==> src/rtl/pipeline_register_if.sv <==
// Valid/ready/data handshake bundle shared by both sides of pipeline_register.
// The master drives valid and data and samples ready; the slave does the reverse.
interface pipeline_register_if #(
   parameter int WORD_LENGTH = 8
) ();

   logic                   valid;
   logic                   ready;
   logic [WORD_LENGTH-1:0] data;

   modport master (
      output valid,
      output data,
      input  ready
   );

   modport slave (
      input  valid,
      input  data,
      output ready
   );

endinterface : pipeline_register_if

==> src/rtl/pipeline_register.sv <==
// Elastic DEPTH-stage data pipeline with valid/ready on both sides.
// Empty stages keep advancing under back-pressure, so bubbles collapse and the
// upstream side only stalls once every stage holds a word. A synchronous flush
// drops all words in flight. A registered occupancy count tracks the number of
// valid stages.
module pipeline_register #(
   parameter int WORD_LENGTH = 8,
   parameter int DEPTH       = 3
) (
   input  logic                         clk,
   input  logic                         reset,
   input  logic                         flush,
   pipeline_register_if.slave           in_bus,
   pipeline_register_if.master          out_bus,
   output logic [$clog2(DEPTH+1)-1:0]   occupancy
);

   localparam int OCC_W = $clog2(DEPTH + 1);

   // Number of set bits in a stage-valid vector.
   function automatic logic [OCC_W-1:0] popcount(input logic [DEPTH-1:0] vec);
      logic [OCC_W-1:0] cnt;
      cnt = {OCC_W{1'b0}};
      for (int k = 0; k < DEPTH; k++) begin
         cnt = cnt + OCC_W'(vec[k]);
      end
      return cnt;
   endfunction

   // Stage state: bit/entry 0 is the stage nearest the input.
   logic [DEPTH-1:0]       valid_r;
   logic [WORD_LENGTH-1:0] data_r [DEPTH];
   logic [OCC_W-1:0]       occupancy_r;

   // Combinational next state and ready chain.
   logic [DEPTH-1:0]       rdy_s;
   logic [DEPTH:0]         chain_valid_s;
   logic [WORD_LENGTH-1:0] chain_data_s [DEPTH+1];
   logic [DEPTH-1:0]       valid_nxt_s;
   logic [WORD_LENGTH-1:0] data_nxt_s [DEPTH];

   // Ready chain from the output back to stage 0: a stage can take a word when it
   // is empty or when the stage ahead of it can take its word.
   always_comb begin
      logic rdy_v;
      rdy_v = out_bus.ready;
      rdy_s = {DEPTH{1'b0}};
      for (int k = DEPTH - 1; k >= 0; k--) begin
         rdy_v    = ~valid_r[k] | rdy_v;
         rdy_s[k] = rdy_v;
      end
   end

   // View of each stage's upstream neighbour; position 0 is the input port.
   always_comb begin
      chain_valid_s   = {valid_r, in_bus.valid};
      chain_data_s[0] = in_bus.data;
      for (int k = 0; k < DEPTH; k++) begin
         chain_data_s[k+1] = data_r[k];
      end
   end

   // Next stage contents: a ready stage takes its neighbour's valid bit and, only
   // when that neighbour is valid, its data. Flush clears every valid bit but
   // leaves the data untouched. Data never loads from an invalid source, so an
   // undriven in_data cannot leak into valid or occupancy.
   always_comb begin
      valid_nxt_s = valid_r;
      for (int k = 0; k < DEPTH; k++) begin
         data_nxt_s[k] = data_r[k];
      end
      for (int k = 0; k < DEPTH; k++) begin
         if (flush) begin
            valid_nxt_s[k] = 1'b0;
         end else if (rdy_s[k]) begin
            valid_nxt_s[k] = chain_valid_s[k];
            if (chain_valid_s[k]) begin
               data_nxt_s[k] = chain_data_s[k];
            end else begin
               data_nxt_s[k] = data_r[k];
            end
         end else begin
            valid_nxt_s[k] = valid_r[k];
         end
      end
   end

   // Stage valid bits and the occupancy count, cleared asynchronously by reset.
   always_ff @(posedge clk or negedge reset) begin
      if (!reset) begin
         valid_r     <= {DEPTH{1'b0}};
         occupancy_r <= {OCC_W{1'b0}};
      end else begin
         valid_r     <= valid_nxt_s;
         occupancy_r <= popcount(valid_nxt_s);
      end
   end

   // Stage data registers, cleared to zero asynchronously by reset.
   always_ff @(posedge clk or negedge reset) begin
      if (!reset) begin
         for (int k = 0; k < DEPTH; k++) begin
            data_r[k] <= {WORD_LENGTH{1'b0}};
         end
      end else begin
         for (int k = 0; k < DEPTH; k++) begin
            data_r[k] <= data_nxt_s[k];
         end
      end
   end

   // Outputs: the last stage drives the downstream side straight from its flops.
   assign out_bus.valid = valid_r[DEPTH-1];
   assign out_bus.data  = data_r[DEPTH-1];
   assign in_bus.ready  = rdy_s[0];
   assign occupancy     = occupancy_r;

endmodule : pipeline_register

==> src/flat_wrapper.sv <==
// flat-port wrapper written by rule: the top's interface ports become plain ports
module pipeline_register_flat 
#(
   parameter int WORD_LENGTH = 8,
   parameter int DEPTH       = 3
)
  (clk, reset, flush, occupancy, in_bus_valid, in_bus_data, in_bus_ready, out_bus_valid, out_bus_data, out_bus_ready);
  pipeline_register_if #(.WORD_LENGTH(WORD_LENGTH)) in_bus_i ();
  pipeline_register_if #(.WORD_LENGTH(WORD_LENGTH)) out_bus_i ();
  input  logic clk;
  input  logic reset;
  input  logic flush;
  output logic [$clog2(DEPTH+1)-1:0] occupancy;
  input wire logic [$bits(in_bus_i.valid)-1:0] in_bus_valid;
  input wire logic [$bits(in_bus_i.data)-1:0] in_bus_data;
  output wire logic [$bits(in_bus_i.ready)-1:0] in_bus_ready;
  output wire logic [$bits(out_bus_i.valid)-1:0] out_bus_valid;
  output wire logic [$bits(out_bus_i.data)-1:0] out_bus_data;
  input wire logic [$bits(out_bus_i.ready)-1:0] out_bus_ready;
  assign in_bus_i.valid = in_bus_valid;
  assign in_bus_i.data = in_bus_data;
  assign in_bus_ready = in_bus_i.ready;
  assign out_bus_valid = out_bus_i.valid;
  assign out_bus_data = out_bus_i.data;
  assign out_bus_i.ready = out_bus_ready;
  pipeline_register #(.WORD_LENGTH(WORD_LENGTH), .DEPTH(DEPTH)) u_core (.clk(clk), .reset(reset), .flush(flush), .in_bus(in_bus_i), .out_bus(out_bus_i), .occupancy(occupancy));
endmodule
==> config.mk <==
export PLATFORM = sky130hd
export DESIGN_NAME = pipeline_register_flat
export DESIGN_NICKNAME = d
export VERILOG_FILES = /design/src/rtl/pipeline_register_if.sv /design/src/rtl/pipeline_register.sv /design/src/flat_wrapper.sv
export SDC_FILE = /design/constraint.sdc
export NUM_CORES = 1
export LEC_CHECK = 0
export ABC_AREA = 1
export BUFFER_PORTS_ARGS = -buffer_cell sky130_fd_sc_hd__buf_2
export CAP_MARGIN = 20
export CORE_ASPECT_RATIO = 0.9
export CORE_MARGIN = 4
export CORE_UTILIZATION = 57
export DETAILED_ROUTE_END_ITERATION = 8
export PLACE_DENSITY = 0.87
export SLEW_MARGIN = 20
export SYNTH_ARGS = -nofsm -noshare
export SYNTH_HDL_FRONTEND = slang
export SYNTH_SLANG_ARGS = --single-unit
==> constraint.sdc <==
create_clock -name clk -period 3.3 [get_ports clk]
set_input_delay 0.165 -clock clk [delete_from_list [all_inputs] [get_ports clk]]
set_output_delay 0.165 -clock clk [all_outputs]
set_load 0.05 [all_outputs]
# After elaboration in Yosys (flattened, before gate mapping)
# Cells that the tools add are included.
dict set report word_totals {
  reg_bits 29
  latchBits 0
  ram_bits 0
  romBits 0
  input_bits 13
  output_inout_bits 12
  word_cells 23
  memories 0
}
dict set report classes {
  n_addsub 2
  multipliers 0
  n_div 0
  n_lt_le_gt_ge 0
  eq_ne 0
  n_shift 0
  mux 6
  n_bitwise 7
  reduce_logical 3
}
# cell count
set ops {}
lappend ops {{$reduce_and A3 Y1} 3}
lappend ops {{$mux W1} 6}
lappend ops {{$not A1 Y1} 4}
lappend ops {{$or A1 B1 Y1} 3}
lappend ops {{$add A1 B1 Y2} 1}
lappend ops {{$add A2 B1 Y2} 1}

# Logic depth before layout (Yosys ltp)
# Gate-level depths: netlist (run 1).
dict set report logic_depth {
  ltp_word 8
  ltp_mapped 5
  ltp_nobuf 5
}

# Worst setup path before layout (run 1)
# No wires, ideal clock.
dict set report synth_timing {
  kind {register to register}
  from {register u_core.valid_r[2]}
  to {register u_core.occupancy_r[0] (netlist: u_core.occupancy[0])}
  setup_ns 0.136
  t_arrival_ns 1.681
  t_required_ns 3.164
  setup_slack_ns 1.484
  stages_incl_launch_ff 5
  n_path_buf 1
  period_less_slack_ns 1.816
  path_cell_list {dfrtp_1 -> nand4_1 -> buf_4 -> a21oi_2 -> fa_1}
}
dict set report synth_via {
  elab_chain_len 8
  word_cells_on_any_way 12
  cone_classes {add/sub (2); mux (6); bitwise (4)}
}
# element line
set synth_lines {}
lappend synth_lines {{start: declaration} pipeline_register.sv:31} ;# logic [DEPTH-1:0] valid_r;
lappend synth_lines {{start signal: assignment} pipeline_register.sv:91} ;# valid_r <= {DEPTH{1'b0}};
lappend synth_lines {{start signal: assignment} pipeline_register.sv:94} ;# valid_r <= valid_nxt_s;
lappend synth_lines {{$not A1 Y1} pipeline_register.sv:49} ;# rdy_v = ~valid_r[k] | rdy_v;
lappend synth_lines {{$or A1 B1 Y1 (3 in series)} pipeline_register.sv:49}
lappend synth_lines {{net in_bus_ready} flat_wrapper.sv:16} ;# output wire logic [$bits(in_bus_i.ready)-1:0] in_bus_ready;
lappend synth_lines {{$mux W1} pipeline_register.sv:75} ;# end else if (rdy_s[k]) begin
lappend synth_lines {{$mux W1} pipeline_register.sv:73} ;# if (flush) begin
lappend synth_lines {{net u_core.valid_nxt_s[0]} pipeline_register.sv:39} ;# logic [DEPTH-1:0] valid_nxt_s;
lappend synth_lines {{$add A1 B1 Y2} pipeline_register.sv:25} ;# cnt = cnt + OCC_W'(vec[k]);
lappend synth_lines {{$add A2 B1 Y2} pipeline_register.sv:25}
lappend synth_lines {{end signal: assignment} pipeline_register.sv:92} ;# occupancy_r <= {OCC_W{1'b0}};
lappend synth_lines {{end signal: assignment} pipeline_register.sv:95} ;# occupancy_r <= popcount(valid_nxt_s);
lappend synth_lines {{end: declaration} pipeline_register.sv:33} ;# logic [OCC_W-1:0] occupancy_r;
# The timed path passes the listed nets, and every way through them passes these cells.
# A chain may end at the register's enable or synchronous reset.

# Worst setup path after layout (run 1)
dict set report layout_timing {
  from {register u_core.valid_r[2]}
  to {output port in_bus_ready}
}
dict set report layout_via {
  elab_chain_len 4
}
# element line
set layout_lines {}
lappend layout_lines {{$not A1 Y1} pipeline_register.sv:49}
lappend layout_lines {{$or A1 B1 Y1 (3 in series)} pipeline_register.sv:49}
lappend layout_lines {{end: declaration} flat_wrapper.sv:16}
# No other way between the ends.

==> impl_metrics.csv, run 1 <==
group,metric,value,unit
grt,grt.total_usage,16.6,%
floorplan,dieArea,3050,sq um
layout,syn2layout_area_growth,10.8,%
setup_path,worstPathArrival,1.55,ns
pwr,p_switching,295,uW
place,placed_area,1340,sq um
routing,routed_wl,2.05,mm
layout,final_cell_mix,"nand2_1, dfrtp_1, nand3_1, buf_2, clkbuf_4",
routing,wl_per_cell,11.7,um
setup_path,critical_path_required,3.13,ns
clocking,clock_sinks,29,
sta,period_minus_slack,1.71,ns
clocking,cts_tree,"yes",
pwr,p_int,564,uW
clocking,clk_pin_slew_worst_paths,0.08,ns
floorplan,initial_core_util,63.2,%
floorplan,rows,15,
setup_path,endpoint_kind,"output port",
routing,firstDrtPassIters,4,
sta,hold_viol,0,
synth,syn-cell-area,1270,sq um
sta,fin_crit_sh,51.9,%
routing,viasPerCell,5.09,
clocking,worst_skew_pair.late_latency,0.31,ns
layout,fill_cells,155,
place,pre_cts_ws,1.59,ns
floorplan,core_area,2010,sq um
grt,grt_max_degree,30,
place,numPortBuffers,24,
sta,slew_viol_final,0,
floorplan,die_w,57.8,um
synth,yosysWarningCount,0,
pwr,combPwrFrac,23.9,%
synth,synth_seq_cells,29,
setup_path,cp_slowest_stage_delay,0.43,ns
outcome,status,"finished, final reports clean",
clocking,cts_max_path_buffers,2,
grt,grt_pass1_vias,836,
synth,ys_seq_area_share,57.1,%
layout,mostFrequentLayoutCell,"nand2_1",
flow_run,maxCapViolCount,0,
grt,grt_pass1_wl,3.66,mm
layout,antenna_cells,0,
floorplan,io_pins,25,
sta,slew_headroom,58.4,%
pwr,leakage,0.000797,uW
pwr,power.density,611,nW/um^2
place,hpwl,1.54,mm
routing,drc,0,
pwr,max-vdd-ir-drop,0.000372,V
routing,vias,890,
synth,ys_types,14,
setup_path,path_max_fanout,11,
sta,hold_ws,0.0734,ns
pwr,power_frac_seq,51.7,%
synth,avgSynthCellArea,9.92,sq um
clocking,cts_setup_buffers,0,
min_path,holdCritPathClass,"in2reg",
routing,ant_nets,0,
layout,final_nets,164,
sta,setup_viol,0,
setup_path,crit_buf_inv,1,
sta,worstMarginPinSlew,0.624,ns
setup_path,cpMaxStageDelayCell,"nand4_1",
place,gp_congestion,0.762,
sta,fmax,584,MHz
sta,setup_ws,1.59,ns
clocking,root_buffer,"clkbuf_4",
grt,grt_antenna_before_repair,0,
pwr,switching_share,34.3,%
setup_path,worstPathCellList,"nand4_1 -> buf_2",
sta,finClkSkew,0.00528,ns
setup_path,start_kind,"register",
layout,drive_above_1_share,26.0,%
floorplan,die_y,52.8,um
routing,drt_iter0_markers,26,
synth,syn-num-nets,142,
layout,design_area,1410,sq um
layout,fin_util,70.1,%
setup_path,critical_path_class,"reg2out",
sta,rsz0062_at_grt,"no",
clocking,numCtsBuffers,5,
sta,tns,0,ns
synth,synth_cells,128,
clocking,htree_levels,2,
pwr,pwr-share-clk,24.4,%
grt,grt.overflow.total,0,
setup_path,crit_family,"simple AND/OR/NAND/NOR gates",
==> routing by layer <==
metal | GRT usage [%] | part of all wire [%]
met1 | 19.6 | 44
met2 | 27.3 | 47
met3 | 5.17 | 6.9
met4 | 8.11 | 2.0
met5 | 0 | 0
==> final cells by class <==
type / count / area (sq um) / share of cell area [%]
Clock buffer: 7 / 55.1 / 3.91
Sequential cell: 29 / 726 / 51.6
Inverter: 4 / 15.0 / 1.07
Multi-Input combinational cell: 85 / 450 / 32.0
Tap cell: 25 / 31.3 / 2.22
Timing Repair Buffer: 25 / 130 / 9.24
==> state kept, by name, summed over array words and instances (netlist names) <==
register	cells
u_core.out_bus.data	8
u_core.occupancy	2
u_core.valid_r	3
u_core.chain_data_s	16
==> cells in the mapped netlist, drive strengths merged <==
master	n	area (sq um)
nand2	52	215
dfrtp	29	726
nand3	25	130
buf	10	78.8
inv	4	15.0
a21oi	3	18.8
nor2	3	60.1
fa	1	20.0
nand4	1	6.26
==> final timing paths <==
| path | from | end | slack (ns) | cells after the start |
|---|---|---|---|---|
| setup / recovery | u_core.valid_r[2] | in_bus_ready | 1.59 | 2 |
| hold / removal | in_bus_data[7] | u_core.chain_data_s[23] | 0.07 | 3 |
| setup reg to reg | u_core.valid_r[2] | u_core.occupancy[0] | 1.59 | 3 |
| hold reg to reg | u_core.out_bus.data[3] | u_core.out_bus.data[3] | 0.47 | 2 |
| max in group asynchronous | reset | u_core.chain_data_s[14] | 2.49 | 2 |
| min in group asynchronous | reset | u_core.chain_data_s[17] | 0.40 | 2 |
==> repair_timing <==
action                                 4_1_cts  5_1_grt
hold buffers                                 1        0
endpoints found under the hold margin       29        0
gates resized for setup                      0        0
==> power by group through the flow <==
stage	logic, uW	registers (uW)	clock network, uW
after floorplan	184	452	0
after global placement	202	447	0
after detailed placement	208	451	0
after CTS	209	444	218
after global routing	222	451	240
final	206	444	210
==> worst register-to-register path: cells and delay by family, from the launching register on <==
family          cells  cell delay [ns]
compound gates      1             0.33
fa+ha+maj           1             0.41
simple gates        1             0.43
flops               1             0.42
==> cell families after synthesis <==
group	count (synthesis)	synth area share (%)
adder cells (fa/ha/maj)	1	1.58
buffers and inverters	14	7.39
AND/OR/NAND/NOR	81	32.4
AO/OA/AOI/OAI	3	1.48
flip-flops	29	57.1
==> metrics by stage <==
step                      instances  power, uW
after global routing            175        912
final                           175        859
after detailed placement        167        659
after floorplan                 128        636
after global placement          167        649
after CTS                       175        871
Note: power is estimated with default switching activity, not from simulation.
==> run 2: changes to the inputs <==
- CORE_UTILIZATION: 57 -> 48
- PLACE_DENSITY: 0.87 -> 0.79
- clock period: 3.3 -> 1.4 ns (I/O delays scaled with it)
==> run 2 against run 1 <==
  * Sequential power is 130% higher
  * Cell count is 9.7% higher
  * Critical path depth is 2 higher
  * Critical path type is now reg2reg
  * Largest power group unchanged
==> impl_metrics.csv, run 2 (synthesis gave the netlist of run 1 again) <==
group,metric,value,unit
clocking,worst_skew_pair.late_latency,0.33,ns
routing,wl_met1,979,um
grt,grt_antenna_before_repair,0,
pwr,leakage,0.000854,uW
sta,slew_headroom,59.2,%
pwr,switching_share,36.1,%
grt,grt_pass1_vias,940,
sta,fin_crit_sh,96.3,%
sta,slew_viol_final,0,
routing,viasPerCell,4.84,
clocking,clock_sinks,29,
layout,final_nets,177,
setup_path,start_kind,"register",
routing,dr.max_layer_used,"met4",
layout,fill_cells,217,
floorplan,rows,17,
pwr,combPwrFrac,24.9,%
sta,fmax,742,MHz
clocking,numCtsBuffers,5,
clocking,cts_max_path_buffers,2,
sta,setup_viol,0,
setup_path,crit_family,"adder cells",
clocking,cts_tree,"yes",
place,hpwl,1.65,mm
pwr,p_total,2040,uW
floorplan,core_area,2490,sq um
sta,rsz0062_at_grt,"yes",
layout,mostFrequentLayoutCell,"nand2_1",
grt,grt_max_degree,30,
setup_path,crit_buf_inv,1,
min_path,holdCritPathClass,"in2reg",
layout,final_cell_mix,"nand2_1, dfrtp_1, nand3_1",
grt,grt.overflow.total,0,
setup_path,cpMaxStageDelayCell,"fa_1",
outcome,status,"finished, final reports clean",
floorplan,io_pins,25,
sta,hold_viol,0,
sta,period_minus_slack,1.35,ns
flow_run,maxCapViolCount,0,
routing,met2_length,1.13,mm
setup_path,critical_path_class,"reg2reg",
clocking,root_buffer,"clkbuf_4",
layout,antenna_cells,0,
pwr,p_switching,735,uW
routing,vias,929,
layout,largest_reg_flops,16,
setup_path,path_max_fanout,3,
routing,met3RoutedLength,174,um
floorplan,die_y,56.8,um
floorplan,initial_core_util,51.0,%
setup_path,endpoint_kind,"register",
sta,finClkSkew,0.00801,ns
pwr,p_int,1300,uW
routing,wl_per_cell,11.9,um
routing,drt_iter0_markers,30,
routing,firstDrtPassIters,4,
pwr,pwr-share-clk,23.8,%
layout,syn2layout_area_growth,21.6,%
pwr,power_frac_seq,51.3,%
setup_path,critical_path_required,1.61,ns
layout,drive_above_1_share,28.7,%
grt,grt_pass1_wl,4.06,mm
clocking,clk_pin_slew_worst_paths,0.10,ns
place,numPortBuffers,24,
clocking,htree_levels,2,
place,gp_congestion,0.709,
routing,routed_wl,2.29,mm
floorplan,die_w,62.2,um
pwr,power.density,1320,nW/um^2
sta,worstMarginPinSlew,0.612,ns
setup_path,worstPathArrival,1.56,ns
routing,drc,0,
setup_path,worstPathCellList,"nand4_1 -> buf_4 -> a21oi_4 -> fa_1",
setup_path,cp_slowest_stage_delay,0.40,ns
routing,ant_nets,0,
pwr,max-vdd-ir-drop,0.000821,V
grt,grt.total_usage,14.8,%
layout,fin_util,62.0,%
floorplan,dieArea,3530,sq um
-- run 2: changes by cell type in the layout (fill, tap and decap cells not counted), sizes merged --
| cell | previous run | this run |
|---|---|---|
| buf | 24 | 29 |
| clkbuf | 7 | 5 |
| clkinv | 0 | 2 |
| clkinvlp | 0 | 1 |
| dlygate4sd3 | 1 | 9 |
-- run 2: worst paths after layout --
kind	start	end	slack, ns	cells past startpoint
max in group asynchronous	reset	u_core.valid_r[2]	0.68	2
min	out_bus_ready	u_core.valid_r[1]	0.09	4
max	u_core.valid_r[1]	u_core.occupancy[0]	0.05	4
min in group asynchronous	reset	u_core.valid_r[0]	0.28	2
max reg2reg	u_core.valid_r[1]	u_core.occupancy[0]	0.05	4
min reg2reg	u_core.out_bus.data[6]	u_core.out_bus.data[6]	0.47	2
-- run 2: through the flow --
stage                     cell area, sq um  hold WS (ns)  worst slack [ns]  TNS [ns]  cells
final                                 1540        0.0862            0.0525         0    192
after global routing                  1540         0.110           -0.0176   -0.0183    192
after CTS                             1540        0.0796            0.0231         0    192
after detailed placement              1390         0.123            0.0921         0    174
after global placement                1390         0.106             0.148         0    174
after floorplan                       1280        -0.226            -0.205    -0.316    128
-- run 2: power groups by stage --
| stage | combinational [uW] | sequential [uW] | clock, uW |
|---|---|---|---|
| final | 507 | 1040 | 484 |
| after global routing | 553 | 1060 | 540 |
| after CTS | 513 | 1050 | 503 |
| after detailed placement | 494 | 1060 | 0 |
| after global placement | 482 | 1050 | 0 |
| after floorplan | 435 | 1070 | 0 |
-- run 2: layout make-up --
| cell class | count | area, sq um | share of cell area (%) |
|---|---|---|---|
| Multi-Input combinational cell | 85 | 458 | 29.7 |
| Timing Repair Buffer | 38 | 254 | 16.5 |
| Clock inverter | 3 | 17.5 | 1.13 |
| Inverter | 4 | 15.0 | 0.972 |
| Sequential cell | 29 | 727 | 47.1 |
| Tap cell | 28 | 35.0 | 2.27 |
| Clock buffer | 5 | 37.5 | 2.43 |
-- run 2: layer usage --
metal	global-route usage (%)	up-vias
met5	0	-
met4	5.88	0
met3	7.60	2
met2	23.4	29
met1	17.0	424
li1	-	474
-- run 2: worst reg2reg max path: cells and delay by family (launching register included) --
kind / cells / cell delay (ns)
compound gates: 1 / 0.14
fa+ha+maj: 1 / 0.40
buf+inv: 1 / 0.17
flops: 1 / 0.39
simple gates: 1 / 0.14
-- run 2: repair_timing --
action	in CTS	in global routing
hold buffers	9	0
hold endpoints to repair	37	0
setup buffers	1	0
resized for setup	1	1
setup endpoints to repair	1	2
pin swaps	1	0
==> run 3: changes to the inputs <==
--- a/constraint.sdc
+++ b/constraint.sdc
@@ -3,2 +3,2 @@
 set_output_delay 0.07 -clock clk [all_outputs]
-set_load 0.05 [all_outputs]
+set_load 0.02 [all_outputs]
==> run 3 against run 2 <==
  * Cell count is the same
  * Cell area grew 0.24%
  * Combinational power shrank 28%
  * Total power shrank 8.1%
  * Sequential power is essentially flat
  * Global-route usage grew 0.16 points
  * Sequential share of layout area shrank 0.11 points
  * Maximum frequency grew 0.93%
  * Routed wire length shrank 0.78%
  * Non-clock buffer count is the same
  * Critical path depth shrank 1
==> impl_metrics.csv, run 3 (synthesis gave the netlist of run 1 again) <==
group,metric,value,unit
floorplan,initial_core_util,51.0,%
flow_run,maxCapViolCount,0,
layout,syn2layout_area_growth,21.9,%
pwr,leakage,0.000857,uW
setup_path,worstPathCellList,"nand4_1 -> a21oi_4 -> fa_1",
place,dp_cells,174,
layout,mostFrequentLayoutCell,"nand2_1",
sta,rsz0062_at_grt,"yes",
routing,drt_iter0_markers,20,
setup_path,endpoint_kind,"register",
setup_path,cp_slowest_stage_delay,0.41,ns
sta,setup_viol,0,
clocking,clock_sinks,29,
grt,met1_usage,18.3,%
min_path,holdCritPathClass,"in2reg",
clocking,htree_levels,2,
routing,wl_per_cell,11.8,um
pwr,pwr-share-clk,24.5,%
sta,slew_headroom,58.5,%
pwr,combPwrFrac,19.6,%
sta,hold_viol,0,
setup_path,crit_family,"adder cells",
routing,ant_nets,0,
sta,fin_crit_sh,95.4,%
setup_path,critical_path_class,"reg2reg",
outcome,status,"finished, final reports clean",
grt,grt_pass1_vias,928,
sta,fmax,749,MHz
clocking,clk_pin_slew_worst_paths,0.08,ns
floorplan,core_area,2490,sq um
layout,fin_util,62.2,%
layout,final_cells,192,
grt,grt_antenna_before_repair,0,
grt,grt_pass1_wl,4.18,mm
clocking,cts_tree,"yes",
grt,grt.overflow.total,0,
layout,final_cell_mix,"nand2_1, dfrtp_1, nand3_1",
place,hpwl,1.64,mm
layout,final_nets,177,
place,gp_congestion,0.693,
floorplan,rows,17,
floorplan,dieArea,3530,sq um
grt,grt.total_usage,15.0,%
grt,grt_max_degree,30,
routing,vias,925,
place,numPortBuffers,24,
sta,finClkSkew,0.00349,ns
pwr,power_frac_seq,55.9,%
clocking,cts_max_path_buffers,2,
sta,period_minus_slack,1.34,ns
setup_path,worstPathArrival,1.52,ns
setup_path,cpMaxStageDelayCell,"fa_1",
grt,met2_usage,23.7,%
pwr,power.density,1210,nW/um^2
setup_path,critical_path_required,1.59,ns
setup_path,start_kind,"register",
layout,antenna_cells,0,
clocking,root_buffer,"clkbuf_4",
layout,drive_above_1_share,28.7,%
clocking,numCtsBuffers,5,
setup_path,crit_buf_inv,0,
layout,largest_reg_flops,16,
pwr,p_int,1300,uW
pwr,p_switching,568,uW
floorplan,die_w,62.2,um
clocking,worst_skew_pair.late_latency,0.31,ns
routing,firstDrtPassIters,3,
grt,busiest_layer,"met2",
routing,viasPerCell,4.82,
floorplan,io_pins,25,
setup_path,path_max_fanout,3,
pwr,switching_share,30.4,%
grt,grt.met3_usage,7.20,%
pwr,max-vdd-ir-drop,0.000974,V
floorplan,die_y,56.8,um
routing,drc,0,
sta,worstMarginPinSlew,0.623,ns
sta,slew_viol_final,0,
routing,routed_wl,2.28,mm
-- run 3: cell types whose count changed in the layout (fill, tap and decap cells not counted) --
cell,before,now
buf_6,1,2
clkbuf_1,0,1
a21oi_2,0,1
a21oi_1,2,1
buf_4,5,4
clkinvlp_4,1,0
-- run 3: layout make-up --
type / count / area, sq um
sequential: 29 / 727
inverter: 4 / 15.0
tap: 28 / 35.0
clock inverter: 2 / 10.0
clock buffer: 6 / 41.3
fill: 217 / 941
multi-input combinational: 85 / 462
timing repair buffer: 38 / 258
-- run 3: per-layer routing --
metal | part of all wire, % | wire, um
met3 | 6.8 | 154
met2 | 49 | 1120
met4 | 0.53 | 12
met1 | 43 | 987
met5 | 0 | 0
-- run 3: timing repair --
item / CTS / global route
resized for setup: 0 / 3
hold buffers: 9 / 0
setup buffers: 0 / 1
hold endpoints to repair: 37 / 0
setup endpoints to repair: 0 / 1
-- run 3: final timing paths --
kind / from / slack (ns) / end / cells after the start
hold reg to reg: u_core.out_bus.data[0] / 0.47 / u_core.out_bus.data[0] / 2
hold / removal: out_bus_ready / 0.08 / u_core.valid_r[1] / 4
setup / recovery: u_core.valid_r[1] / 0.06 / u_core.occupancy[0] / 3
setup reg to reg: u_core.valid_r[1] / 0.06 / u_core.occupancy[0] / 3
min in group asynchronous: reset / 0.30 / u_core.occupancy[1] / 2
max in group asynchronous: reset / 0.66 / u_core.valid_r[2] / 2
-- run 3: stage by stage --
stage                     total power (uW)  TNS [ns]  hold WS, ns  setup WS [ns]  cell area (sq um)
final                                 1870         0       0.0767         0.0648               1550
after global routing                  2010   -0.0184        0.102        -0.0173               1550
after CTS                             1910         0       0.0667         0.0135               1530
after detailed placement              1410         0        0.125         0.0862               1390
after global placement                1390         0        0.104          0.149               1390
after floorplan                       1360   -0.0354       -0.226        -0.0354               1290
-- run 3: power by group through the flow --
stage	clock (uW)	sequential, uW	combinational [uW]
6_report	458	1050	366
5_1_grt	524	1070	414
4_1_cts	486	1050	372
3_5_place_dp	0	1060	352
3_3_place_gp	0	1050	340
2_1_floorplan	0	1050	304
-- run 3: worst min-delay path, delay by kind of cell --
kind	cells	cell delay, ns
buffers and inverters	2	0.13
AND/OR/NAND/NOR	1	0.08
AO/OA/AOI/OAI	1	0.06
